==> src/rtl/colour_symbol_decoder_pkg.sv <==
// colour_symbol_decoder_pkg: colour codes, ASCII table and FSM state type shared by the colour link.
package colour_symbol_decoder_pkg;

    typedef enum logic {IDLE, RUN} state_e;

    localparam logic [2:0] COL_A     = 3'b100;
    localparam logic [2:0] COL_B     = 3'b010;
    localparam logic [2:0] COL_C     = 3'b001;
    localparam logic [2:0] COL_D     = 3'b101;
    localparam logic [2:0] COL_E     = 3'b110;
    localparam logic [2:0] COL_F     = 3'b011;
    localparam logic [2:0] COL_SPACE = 3'b111;
    localparam logic [2:0] COL_OFF   = 3'b000;
    localparam logic [7:0] ASCII_ERR = 8'h3F;

    // An unlit symbol (and anything unexpected) decodes to '?'.
    function automatic logic [7:0] decode(input logic [2:0] c);
        case (c)
            COL_A:     decode = "A";
            COL_B:     decode = "B";
            COL_C:     decode = "C";
            COL_D:     decode = "D";
            COL_E:     decode = "E";
            COL_F:     decode = "F";
            COL_SPACE: decode = " ";
            default:   decode = ASCII_ERR;
        endcase
    endfunction

endpackage

==> src/rtl/colour_symbol_decoder_sync.sv <==
// colour_sync: two-flop synchroniser for the asynchronous 3-bit colour input.
module colour_sync (
    input  logic       clk,
    input  logic       rst,
    input  logic [2:0] d_i,
    output logic [2:0] q_o
);

    logic [2:0] meta_q;
    logic [2:0] sync_q;

    // Two flop stages settle metastability before the colour is used.
    always_ff @(posedge clk or posedge rst) begin
        if (rst) begin
            meta_q <= '0;
            sync_q <= '0;
        end else begin
            meta_q <= d_i;
            sync_q <= meta_q;
        end
    end

    assign q_o = sync_q;

endmodule

==> src/rtl/colour_symbol_decoder.sv <==
// colour_symbol_decoder: recovers ASCII from an RGB colour stream and flags a target message.
module colour_symbol_decoder
    import colour_symbol_decoder_pkg::*;
#(
    parameter int                           SYMBOL_CYCLES   = 48_000_001,
    parameter int                           SAMPLE_POINT    = 24_000_000,
    parameter int                           MESSAGELENGTH   = 14,
    parameter logic [8*MESSAGELENGTH-1:0]   EXPECTED        = "DEAD BEEF CAFE",
    parameter int                           TIMEOUT_SYMBOLS = 3
) (
    input  logic       clk,
    input  logic       rst,
    input  logic [2:0] colour_in,
    output logic [7:0] char_out,
    output logic       char_valid,
    output logic       match,
    output logic       locked,
    output logic [7:0] err_count
);

    localparam int PW = $clog2(SYMBOL_CYCLES);
    localparam int HW = 8 * MESSAGELENGTH;
    localparam int OW = $clog2(TIMEOUT_SYMBOLS + 1);

    logic [2:0]    col_s, col_p_q;
    logic [PW-1:0] ph_q, ph_d;
    state_e        state_q, state_d;
    logic [7:0]    char_q, char_d, err_q, err_d, code;
    logic [HW-1:0] hist_q, hist_d;
    logic [OW-1:0] off_q, off_d;
    logic          valid_q, match_q, match_d, locked_q;
    logic          col_edge, start, emit, is_err, timeout;

    colour_sync u_sync (
        .clk (clk),
        .rst (rst),
        .d_i (colour_in),
        .q_o (col_s)
    );

    assign col_edge = col_s != col_p_q;
    assign code     = decode(col_s);
    assign is_err   = code == ASCII_ERR;
    assign start    = state_q == IDLE && col_edge && col_s != COL_OFF;
    assign emit     = state_q == RUN && !col_edge && ph_q == PW'(SAMPLE_POINT - 1);
    assign timeout  = emit && is_err && off_q == OW'(TIMEOUT_SYMBOLS - 1);
    assign ph_d     = (col_edge || ph_q == PW'(SYMBOL_CYCLES - 1)) ? '0 : ph_q + PW'(1);

    // Symbol phase restarts on every colour edge so sampling tracks the transmitter.
    always_ff @(posedge clk or posedge rst) begin
        if (rst) begin
            col_p_q <= '0;
            ph_q    <= '0;
        end else begin
            col_p_q <= col_s;
            ph_q    <= ph_d;
        end
    end

    // FSM state register.
    always_ff @(posedge clk or posedge rst) begin
        if (rst) state_q <= IDLE;
        else     state_q <= state_d;
    end

    // Lock on the first lit colour edge; drop lock after too many dark symbols.
    always_comb begin
        state_d = start ? RUN : timeout ? IDLE : state_q;
    end

    // Next values for the decoded character, history and counters.
    always_comb begin
        char_d  = emit ? code : char_q;
        hist_d  = start ? '0 : emit ? HW'({hist_q, code}) : hist_q;
        off_d   = (!emit || timeout || !is_err) ? (emit ? '0 : off_q) : off_q + OW'(1);
        err_d   = (emit && is_err && err_q != 8'hFF) ? err_q + 8'd1 : err_q;
        match_d = valid_q && hist_q == EXPECTED;
    end

    // Output and history registers.
    always_ff @(posedge clk or posedge rst) begin
        if (rst) begin
            char_q   <= '0;
            valid_q  <= 1'b0;
            hist_q   <= '0;
            off_q    <= '0;
            err_q    <= '0;
            match_q  <= 1'b0;
            locked_q <= 1'b0;
        end else begin
            char_q   <= char_d;
            valid_q  <= emit;
            hist_q   <= hist_d;
            off_q    <= off_d;
            err_q    <= err_d;
            match_q  <= match_d;
            locked_q <= state_q == RUN;
        end
    end

    assign char_out   = char_q;
    assign char_valid = valid_q;
    assign match      = match_q;
    assign locked     = locked_q;
    assign err_count  = err_q;

endmodule

==> config.mk <==
export PLATFORM = sky130hd
export DESIGN_NAME = colour_symbol_decoder
export DESIGN_NICKNAME = d
export VERILOG_FILES = /design/src/rtl/colour_symbol_decoder_pkg.sv /design/src/rtl/colour_symbol_decoder_sync.sv /design/src/rtl/colour_symbol_decoder.sv
export SDC_FILE = /design/constraint.sdc
export NUM_CORES = 1
export LEC_CHECK = 0
export BUFFER_PORTS_ARGS = -buffer_cell sky130_fd_sc_hd__buf_4
export CORE_UTILIZATION = 40
export DETAILED_ROUTE_END_ITERATION = 10
export SLEW_MARGIN = 10
export SYNTH_ARGS = -nofsm -noshare
export SYNTH_HDL_FRONTEND = slang
export SYNTH_SLANG_ARGS = --single-unit
==> constraint.sdc <==
create_clock -name clk -period 4.6 [get_ports clk]
set_clock_uncertainty 0.15 [all_clocks]
set_input_delay 0.46 -clock clk [delete_from_list [all_inputs] [get_ports clk]]
set_output_delay 0.46 -clock clk [all_outputs]
set_load 0.05 [all_outputs]
; After elaboration in Yosys (flattened, before gate mapping)
; Index checks and enable logic that the tools add are counted.
[totals]
n_memories = 0
out_inout_bits = 19
mem_bits_rw = 0
regBits = 169
mem_bits_ro = 0
in_bits = 5
latch_bits = 0
[classes]
eq_ne = 15
magnitude_cmp = 0
add_sub_neg = 3
div = 0
mul = 0
shift = 0
muxes = 8
bitwise_logic = 1
reduce_logical = 17
[op_table]
columns = operator, n
row1 = 112-bit two-way mux, 2
row2 = "112-bit by 111-bit equality test with 1-bit output, second input constant", 1
row3 = 7-bit one-hot mux with 7 select lines, 1
row4 = "26-bit by 1-bit adder with 26-bit output, second input constant", 1
row5 = "26-bit by 25-bit equality test with 1-bit output, second input constant", 1
row6 = "26-bit equality test, second input constant", 1
row7 = 26-bit two-way mux, 1
row8 = "3-bit equality test, second input constant", 4
row9 = "8-bit by 1-bit adder with 8-bit output, second input constant", 1
row10 = "8-bit by 6-bit equality test with 1-bit output, second input constant", 1
row11 = 1-bit logical AND, 8
row12 = "8-bit != test, second input constant", 1
row13 = "3-bit by 2-bit equality test with 1-bit output, second input constant", 2
row14 = 2-bit two-way mux, 2
row15 = 2-bit nonzero test, 2
row16 = "3-bit by 1-bit equality test with 1-bit output, second input constant", 1
row17 = 1-bit logical NOT, 3
row18 = 1-bit logical OR, 3
row19 = 3-bit != test, 1
row20 = 3-bit nonzero test, 1
row21 = "2-bit by 1-bit adder with 2-bit output, second input constant", 1
row22 = "2-bit equality test, second input constant", 1
row23 = 1-bit two-way mux, 2
row24 = "2-bit != test, second input constant", 1
row25 = 1-bit inverter, 1

; Depth between registers and ports, before layout
; Gate-level depths: netlist (run 1).
[depth]
word_depth = 9
depth_mapped = 10
depth_no_buf = 6

; Cells and area by module
; A second synthesis (run 1) with hierarchy kept.
[hier_totals]
cells_unflattened = 635
hier_area_um2 = 6054.6
[modules_own_cells]
columns = module, seq_area_each_um2, n_inst, cells_each, area_each_um2
row1 = colour_symbol_decoder, 3328.2, 1, 628, 5900.7
row2 = colour_sync, 150.1, 1, 7, 153.9

; Worst setup path before layout (run 1)
; No wires, ideal clock.
[synth_path]
path_kind = register -> register
from = register ph_q[0]
to = register err_q[6] (netlist: err_count[6])
period_less_slack_ns = 2.383
path_slack_ns = 2.217
setup_ns = 0.125
path_buffers = 2
arrival_time_ns = 2.108
stages_incl_launch_ff = 9
cell_sequence = dfrtp_1 -> ha_1 -> and3_1 -> buf_4 -> nand3_2 -> or4_1 -> buf_2 -> nor3_1 -> mux2_2
[synth_via]
elab_chain_cells = 4
[synth_lines]
columns = element, line_no
row1 = "start, declared", colour_symbol_decoder.sv:26  ; logic [PW-1:0] ph_q, ph_d;
row2 = "start signal, assigned", colour_symbol_decoder.sv:56  ; ph_q <= ph_d;
row3 = 26-bit by 25-bit equality test with 1-bit output, colour_symbol_decoder.sv:45  ; assign emit = state_q == RUN && !col_edge && ph_q == PW'(SAMPLE_POINT - 1);
row4 = 1-bit logical AND, colour_symbol_decoder.sv:45
row5 = 1-bit logical AND (2 in series), colour_symbol_decoder.sv:76  ; err_d = (emit && is_err && err_q != 8'hFF) ? err_q + 8'd1 : err_q;
row6 = "end signal, assigned", colour_symbol_decoder.sv:95  ; err_q <= err_d;
row7 = "end, declared", colour_symbol_decoder.sv:28  ; logic [7:0] char_q, char_d, err_q, err_d, code;
; No other way between the ends.
; A chain may end at the register's enable or synchronous reset.

; Final worst setup path (run 1)
; Ends and elaborated chain as after synthesis.

==> key figures, run 1 <==
Logic synthesis
  – Asr flop ratio synth: 100.0%
  – Syn_nets: around 640
  – Synth cell types: just over 40
  – Area of the mapped netlist: 6033 µm²
  – Synth Area in Simple Gates: 24.60%
  – Synth Register Bits: 139
  – Synth Area in Adders: 0.8295%
  – Synth Flop Type: dfrtp_1
  – Syn Inst Count: 630
  – Synth Area in Compound Gates: approximately 7.7%
  – Synthesized area per cell: between 9 and 10 µm²
  – Largest family of logic cells by synthesized area: simple AND/OR/NAND/NOR gates
  – Synth warn: 0
  – Seq/Total Area, Yosys: 57.65%
  – Post-synthesis xor/xnor area fraction: 5.081%
  – Post-synthesis mux area share: 0.5392%
  – Number of synthesized flops with an enable pin: 0

Final layout
  – Reg area: roughly 3500 µm²
  – Fin cells: 841
  – Footprint of the multi-input gates: 2359 µm²
  – Area grow syn2layout: 14.95%
  – Filler Cells Inserted: 1,378
  – Final Net Count: 653
  – Layout cells sized above 1: between 10% and 20%
  – Diodes inserted: 0

Timing
  – Final WS setup: 1.472 ns
  – Final count of negative-setup-slack endpoints: 0
  – FMAX: between 300 and 400 MHz
  – Pins Over Slew Limit: 0
  – RSZ-0062 raised after global routing: no
  – Slew headroom: between 20% and 30%
  – Setup TNS: 0 ns
  – Fin crit period: about 3.1 ns
  – Final Hold Vio Count: 0
  – Post-route clock period utilization: 68.00%
  – Least-Margin Pin Slew: 1.094 ns
  – WHS: 0.1295 ns

Floorplan
  – Die Area: between 15,000 and 20,000 µm²
  – Core area: about 15,000 µm²
  – Top Ports: 24
  – Die Span X: roughly 120 µm
  – Row Count: 44
  – Initial Util: approximately two fifths
  – Die extent in y: 124.8 µm

Routing
  – DRT iter0 DRCs: 397
  – Via count: 4,429
  – WL per Instance: 14.80 µm
  – Drt drc: 3
  – DRT Pass-1 Iters: 7
  – Drt total wl: approximately 12,000 µm
  – Post-route antenna net violation count: 0
  – Vias per cell: 5.266

Placed design
  – Hpwl dp: 7824 µm
  – Pre-CTS WS: 1.514 ns
  – Cell Count Post-Placement: a little over 800
  – Port Buffer Count: 22
  – Placer Congestion: roughly 0.75

Pwr
  – Peak supply drop: 0.0002479 V
  – Reg power frac: between 40% and 50%
  – P_int: 0.002036 W
  – Power share of the combinational group: ~1.9%
  – Net Switching: 0.0005814 W
  – Leak pwr: 3.002 nW
  – Clock Power Share: about half
  – Pwr Density: ~380 nW/µm²
  – Final Total Pwr: approximately 0.0026 W
  – Net Sw Frac: between 20% and 30%

Global route
  – Largest net degree at the start of global routing: roughly 110
  – GRT Overall Usage: 17.68%
  – Initial antenna violation count: 0
  – Total grt overflow: 0
  – Vias in the first global route: 4,278
  – First-pass GRT wire length: 21,860 µm

Critical path
  – Worst path top cell family by delay: simple AND/OR/NAND/NOR gates
  – Slowest stage cell, crit path: or4_2
  – CP required: around 4.8 ns
  – Critical path arrival: 3.28 ns
  – Worst path bufs/invs: 0
  – Top fanout value on the critical path: 45
  – Critical path class: reg2reg
  – Worst Setup End Kind: flip-flop
  – Cell-by-cell trace of the critical path: ha_1 -> and3_1 -> nand3_2 -> or4_2 -> nor3_1 -> mux2_2
  – Startpoint Class: flip-flop
  – Slowest stage delay, CP: around 1.1 ns

Run
  – Max Cap Violations: 0

Clocking
  – Cts repair resizes: 0
  – CTS Root Buffer Type: clkbuf_16
  – Setup repair bufs after CTS: 0
  – CTS HTree Levels: 4
  – TritonCTS buffer count: 17
  – Worst-path clk slew: 0.06 ns
  – Clock Path Buffers: 2
  – CTS tree: yes
  – Worst skew pair latency: 0.43 ns
  – CTS Sinks: ~140

Min path
  – Hold/Removal Path Class: in2async

Outcome
  – Failing checks: design-rule violations
  – Status: finished with violations
final cells by class:
| type | count | area share (%) |
|---|---|---|
| tap | 184 | 3.320 |
| clock buffer | 18 | 6.188 |
| sequential | 139 | 50.15 |
| timing repair buffer | 33 | 3.680 |
| clock inverter | 14 | 2.147 |
| multi-input combinational | 445 | 34.01 |
| inverter | 8 | 0.5051 |
registers in the layout, summed over array words and instances, names as in the netlist:
name / flops
u_sync.q_o: 3
off_q: 2
err_count: 8
state_q: 1
hist_q: 84
col_p_q: 3
match: 1
char_valid: 1
ph_q: 26
char_out: 6
locked: 1
u_sync.meta_q: 3
final timing paths:
check | start | to | slack [ns] | cells after the start
min in group clk | u_sync.meta_q[0]$_DFF_PP0_ | u_sync.q_o[0]$_DFF_PP0_ | 0.20 | 0
setup reg to reg | ph_q[0]$_DFF_PP0_ | err_count[6]$_DFFE_PP0P_ | 1.47 | 6
hold reg to reg | u_sync.meta_q[0]$_DFF_PP0_ | u_sync.q_o[0]$_DFF_PP0_ | 0.20 | 0
max in group asynchronous | rst | hist_q[25]$_DFFE_PP0P_ | 3.26 | 3
setup / recovery | ph_q[0]$_DFF_PP0_ | err_count[6]$_DFFE_PP0P_ | 1.47 | 6
hold / removal | rst | ph_q[19]$_DFF_PP0_ | 0.13 | 2
stage by stage:
step	utilization, %	area (µm²)
4_1_cts	47.36	6935
5_1_grt	47.36	6935
2_1_floorplan	-	6033
3_3_place_gp	43.21	6327
6_report	47.36	6935
3_5_place_dp	43.21	6327
synthesized netlist by cell type, types with 2 or more instances:
cell type	count	area share [%]
a21oi_1	81	6.7
and3_1	4	0.41
and4_1	3	0.44
buf_2	6	0.50
buf_4	3	0.37
buf_6	3	0.56
clkbuf_1	26	1.6
dfrtp_1	139	58
ha_1	4	0.83
inv_1	8	0.50
mux2_2	2	0.37
nand2_1	181	11
nand2b_1	2	0.21
nand3_1	23	1.9
nand3_2	3	0.50
nand3b_1	2	0.25
nand4_1	13	1.3
nand4b_1	3	0.44
nor2_1	33	2.1
nor3_1	8	0.66
nor4_1	12	1.2
nor4b_1	10	1.5
nor4bb_1	4	0.66
o21ai_0	5	0.41
or4_1	3	0.37
xnor2_1	10	1.5
xor2_1	25	3.6
worst reg2reg max path, delay by kind of cell, from the launching register on:
kind / cells / cell delay, ns
DFF: 1 / 0.41
muxes: 1 / 0.36
and+or+nand+nor: 4 / 1.91
adders and majority gates: 1 / 0.20
cells in the final DEF, fill, tap and decap left out, types with 2 or more instances in the layout:
master         netlist  layout
mux2_2               2       2
nand3_1             23      23
nor4_1              12      12
nand2b_1             2       2
nand3_2              3       3
dlygate4sd3_1        0       3
nor3_1               8       8
nor4bb_1             4       4
clkbuf_16            0      17
ha_1                 4       4
nor2_1              33      32
clkinv_4             0       2
nand4_1             13      13
nor4b_1             10      10
a21oi_1             81      81
and4_1               3       3
nand3b_1             2       2
inv_6                0       2
and3_1               4       4
o21ai_0              5       5
or4_1                3       2
nand2_1            181     181
clkinv_2             0       2
buf_4                3      30
dfrtp_1            139     139
bufinv_16            0       2
xnor2_1             10      10
xor2_1              25      25
inv_1                8       7
nand4b_1             3       3
clkinvlp_4           0       7
logic make-up after synthesis:
family                   count (synthesis)
AO/OA/AOI/OAI                           90
buffers and inverters                   46
adder cells (fa/ha/maj)                  4
AND/OR/NAND/NOR                        312
flip-flops                             139
multiplexers                             3
XOR/XNOR                                35
other                                    1
per-layer routing:
layer	global-route usage, %	part of all wire, %
met1	25.67	50
met2	25.25	45
met3	4.124	3.7
met4	7.532	1.7
met5	0	0
power groups by stage:
stage               Combinational (W)  Sequential [W]  Clock, W
detailed placement          0.0000501         0.00125         0
floorplan                   0.0000373         0.00125         0
finish                      0.0000500         0.00123   0.00133
global route                0.0000589         0.00123   0.00141
global placement            0.0000497         0.00125         0
CTS                         0.0000525         0.00123   0.00136
timing repair:
item                                    CTS  global route
endpoints found under the setup margin    0             0
hold endpoints to repair                  3             0
hold buffers                              3             0
Power figures use the tool's default switching activity.
==> inputs of run 2 (changes only) <==
clock period = 3.1 ns   (was 4.6 ns; I/O delays follow)
==> run 2 against run 1 <==
  * The run still ends with design-rule violations left
  * Routed wire length up 3.2%
  * Via count down 0.56%
  * Non-clock buffer count rose by 8
  * Hold slack better by 0.067 ns
  * Sequential share of layout area down 1.7 points
  * Power increased by 63%
  * First-iteration DRC count decreased by 3.3%
  * Final cell count is 0.95% higher
  * Clock power up 76%
  * Critical path depth stayed put
  * Critical endpoint unchanged
==> key figures, run 2 (synthesis results as in run 1) <==
Floorplan
  – Core area: 14,640 µm²
  – Die Span X: around 120 µm
  – Top Ports: 24
  – Row Count: 44
  – Die extent in y: 124.8 µm
  – Die Area: 15,580 µm²
  – Initial Util: 41.20%

Critical path
  – Cell-by-cell trace of the critical path: ha_1 -> and3_1 -> nand3_2 -> or4_2 -> nor3_1 -> mux2_2
  – R2r endpoint: err_count[6]$_DFFE_PP0P_
  – Worst path top cell family by delay: simple AND/OR/NAND/NOR gates
  – Slowest stage delay, CP: approximately 0.88 ns
  – Slowest stage cell, crit path: or4_2
  – Top fanout value on the critical path: 14
  – Critical path class: reg2reg
  – Worst Setup End Kind: flip-flop
  – Worst path bufs/invs: 0
  – CP required: 3.25 ns
  – Startpoint Class: flip-flop
  – R2R Setup Slk: 0.21 ns
  – Critical path arrival: 3.04 ns
  – R2R depth: 6
  – R2r startpoint: ph_q[0]$_DFF_PP0_

Timing
  – Slew headroom: slightly below 40%
  – FMAX: 345.6 MHz
  – Least-Margin Pin Slew: 0.9145 ns
  – Final Hold Vio Count: 0
  – Fin crit period: a little under 3 ns
  – Pins Over Slew Limit: 0
  – Final count of negative-setup-slack endpoints: 0
  – Post-route clock period utilization: between 90% and 100%
  – Setup TNS: 0 ns
  – WHS: 0.1962 ns
  – RSZ-0062 raised after global routing: no

Routing
  – WL per Instance: around 15 µm
  – Post-route antenna net violation count: 0
  – DRT Pass-1 Iters: 8
  – Drt total wl: 12,850 µm
  – Vias per cell: 5.187
  – Drt drc: 5
  – DRT iter0 DRCs: 384
  – Via count: roughly 4.4k

Outcome
  – Status: finished with violations
  – Failing checks: design-rule violations

Final layout
  – Layout cells sized above 1: 12.18%
  – Final Net Count: 661
  – Largest reg by FF count: hist_q
  – Area grow syn2layout: 18.91%
  – Diodes inserted: 0
  – Fin area: 7174 µm²
  – Commonest non-fill, non-tap cell in the layout: nand2_1
  – Max FFs per register: 84
  – Fin util: 48.99%
  – Most frequent cells in the layout: nand2_1, dfrtp_1, a21oi_1

Pwr
  – Leak pwr: 3.129 nW
  – Reg power frac: 43.0%
  – Pwr Density: 592.9 nW/µm²
  – Net Switching: 0.0008142 W
  – Peak supply drop: approximately 0.00035 V
  – Final Total Pwr: 0.004254 W
  – Power share of the combinational group: 1.9%
  – Clock Power Share: 55.1%
  – Net Sw Frac: 19.14%
  – P_int: 0.003440 W

Min path
  – Hold Crit Depth: 0
  – Hold/Removal Path Class: reg2reg
  – Hold EP: u_sync.q_o[0]$_DFF_PP0_
  – Worst hold start: u_sync.meta_q[0]$_DFF_PP0_

Global route
  – Initial antenna violation count: 0
  – Total grt overflow: 0
  – Vias in the first global route: 4,323
  – First-pass GRT wire length: 21,980 µm
  – GRT Overall Usage: around 18%
  – Largest net degree at the start of global routing: 72

Clocking
  – Clock Path Buffers: 2
  – TritonCTS buffer count: 17
  – CTS Root Buffer Type: clkbuf_16
  – Worst skew pair latency: 0.42 ns
  – CTS HTree Levels: 4
  – Setup repair bufs after CTS: 0
  – Worst-path clk slew: 0.06 ns
  – CTS tree: yes
  – CTS Sinks: approximately 140
  – Cts repair resizes: 0

Placed design
  – Placer Congestion: 0.7693
  – Placed cell area: 6441 µm²
  – Port Buffer Count: 22
  – Hpwl dp: about 8300 µm

Run
  – Max Cap Violations: 0
run 2: cell types whose count changed in the layout (fill, tap and decap cells not counted), sizes merged:
cell         previous run  this run
inv                     9         8
dlygate4sd3             3         4
clkbuf                 18        22
clkinv                  4         1
clkinvlp                7         3
bufinv                  2         6
buf                    30        37
run 2: area by class of cell:
type	instances	area, µm²
clock buffer	22	484.2
clock inverter	10	209.0
fill	1321	7470
inverter	8	33.78
multi-input combinational	445	2359
sequential	139	3478
tap	184	230.2
timing repair buffer	41	380.4
run 2: power groups by stage:
| stage | registers [W] | logic, W | clock network [W] |
|---|---|---|---|
| after detailed placement | 0.00186 | 0.0000791 | 0 |
| after global placement | 0.00186 | 0.0000778 | 0 |
| after floorplan | 0.00186 | 0.0000558 | 0 |
| final | 0.00183 | 0.0000798 | 0.00234 |
| after CTS | 0.00183 | 0.0000836 | 0.00239 |
| after global routing | 0.00183 | 0.0000937 | 0.00246 |
run 2: per-stage QoR:
| stage | instances | worst slack, ns |
|---|---|---|
| 3_3_place_gp | 813 | 0.3447 |
| 6_report | 849 | 0.2061 |
| 5_1_grt | 849 | 0.09050 |
| 4_1_cts | 849 | 0.2214 |
| 2_1_floorplan | 630 | 0.7175 |
| 3_5_place_dp | 813 | 0.3031 |
run 2: what timing repair did:
item,CTS,global route
setup endpoints to repair,0,0
hold buffers,4,0
hold endpoints to repair,41,0
run 2: how the worst max path moves through the flow:
stage                 startpoint                        to  slack (ns)  depth (start not counted)
2_1_floorplan  ph_q[0]$_DFF_PP0_  err_count[6]$_DFFE_PP0P_        0.72                          8
3_3_place_gp   ph_q[0]$_DFF_PP0_  err_count[6]$_DFFE_PP0P_        0.34                          6
3_5_place_dp   ph_q[0]$_DFF_PP0_  err_count[6]$_DFFE_PP0P_        0.30                          6
4_1_cts        ph_q[0]$_DFF_PP0_  err_count[6]$_DFFE_PP0P_        0.22                          6
5_1_grt        ph_q[0]$_DFF_PP0_  err_count[7]$_DFFE_PP0P_        0.09                          6
6_report       ph_q[0]$_DFF_PP0_  err_count[6]$_DFFE_PP0P_        0.21                          6
run 2: routing by layer:
metal  up-vias  wire length [µm]  global-route usage [%]
met1      2148              6276                   24.91
met4         0               110                   6.169
met5         -                 0                       0
li1       2167                 -                       -
met2        78              5986                   26.87
met3        11               473                   4.682
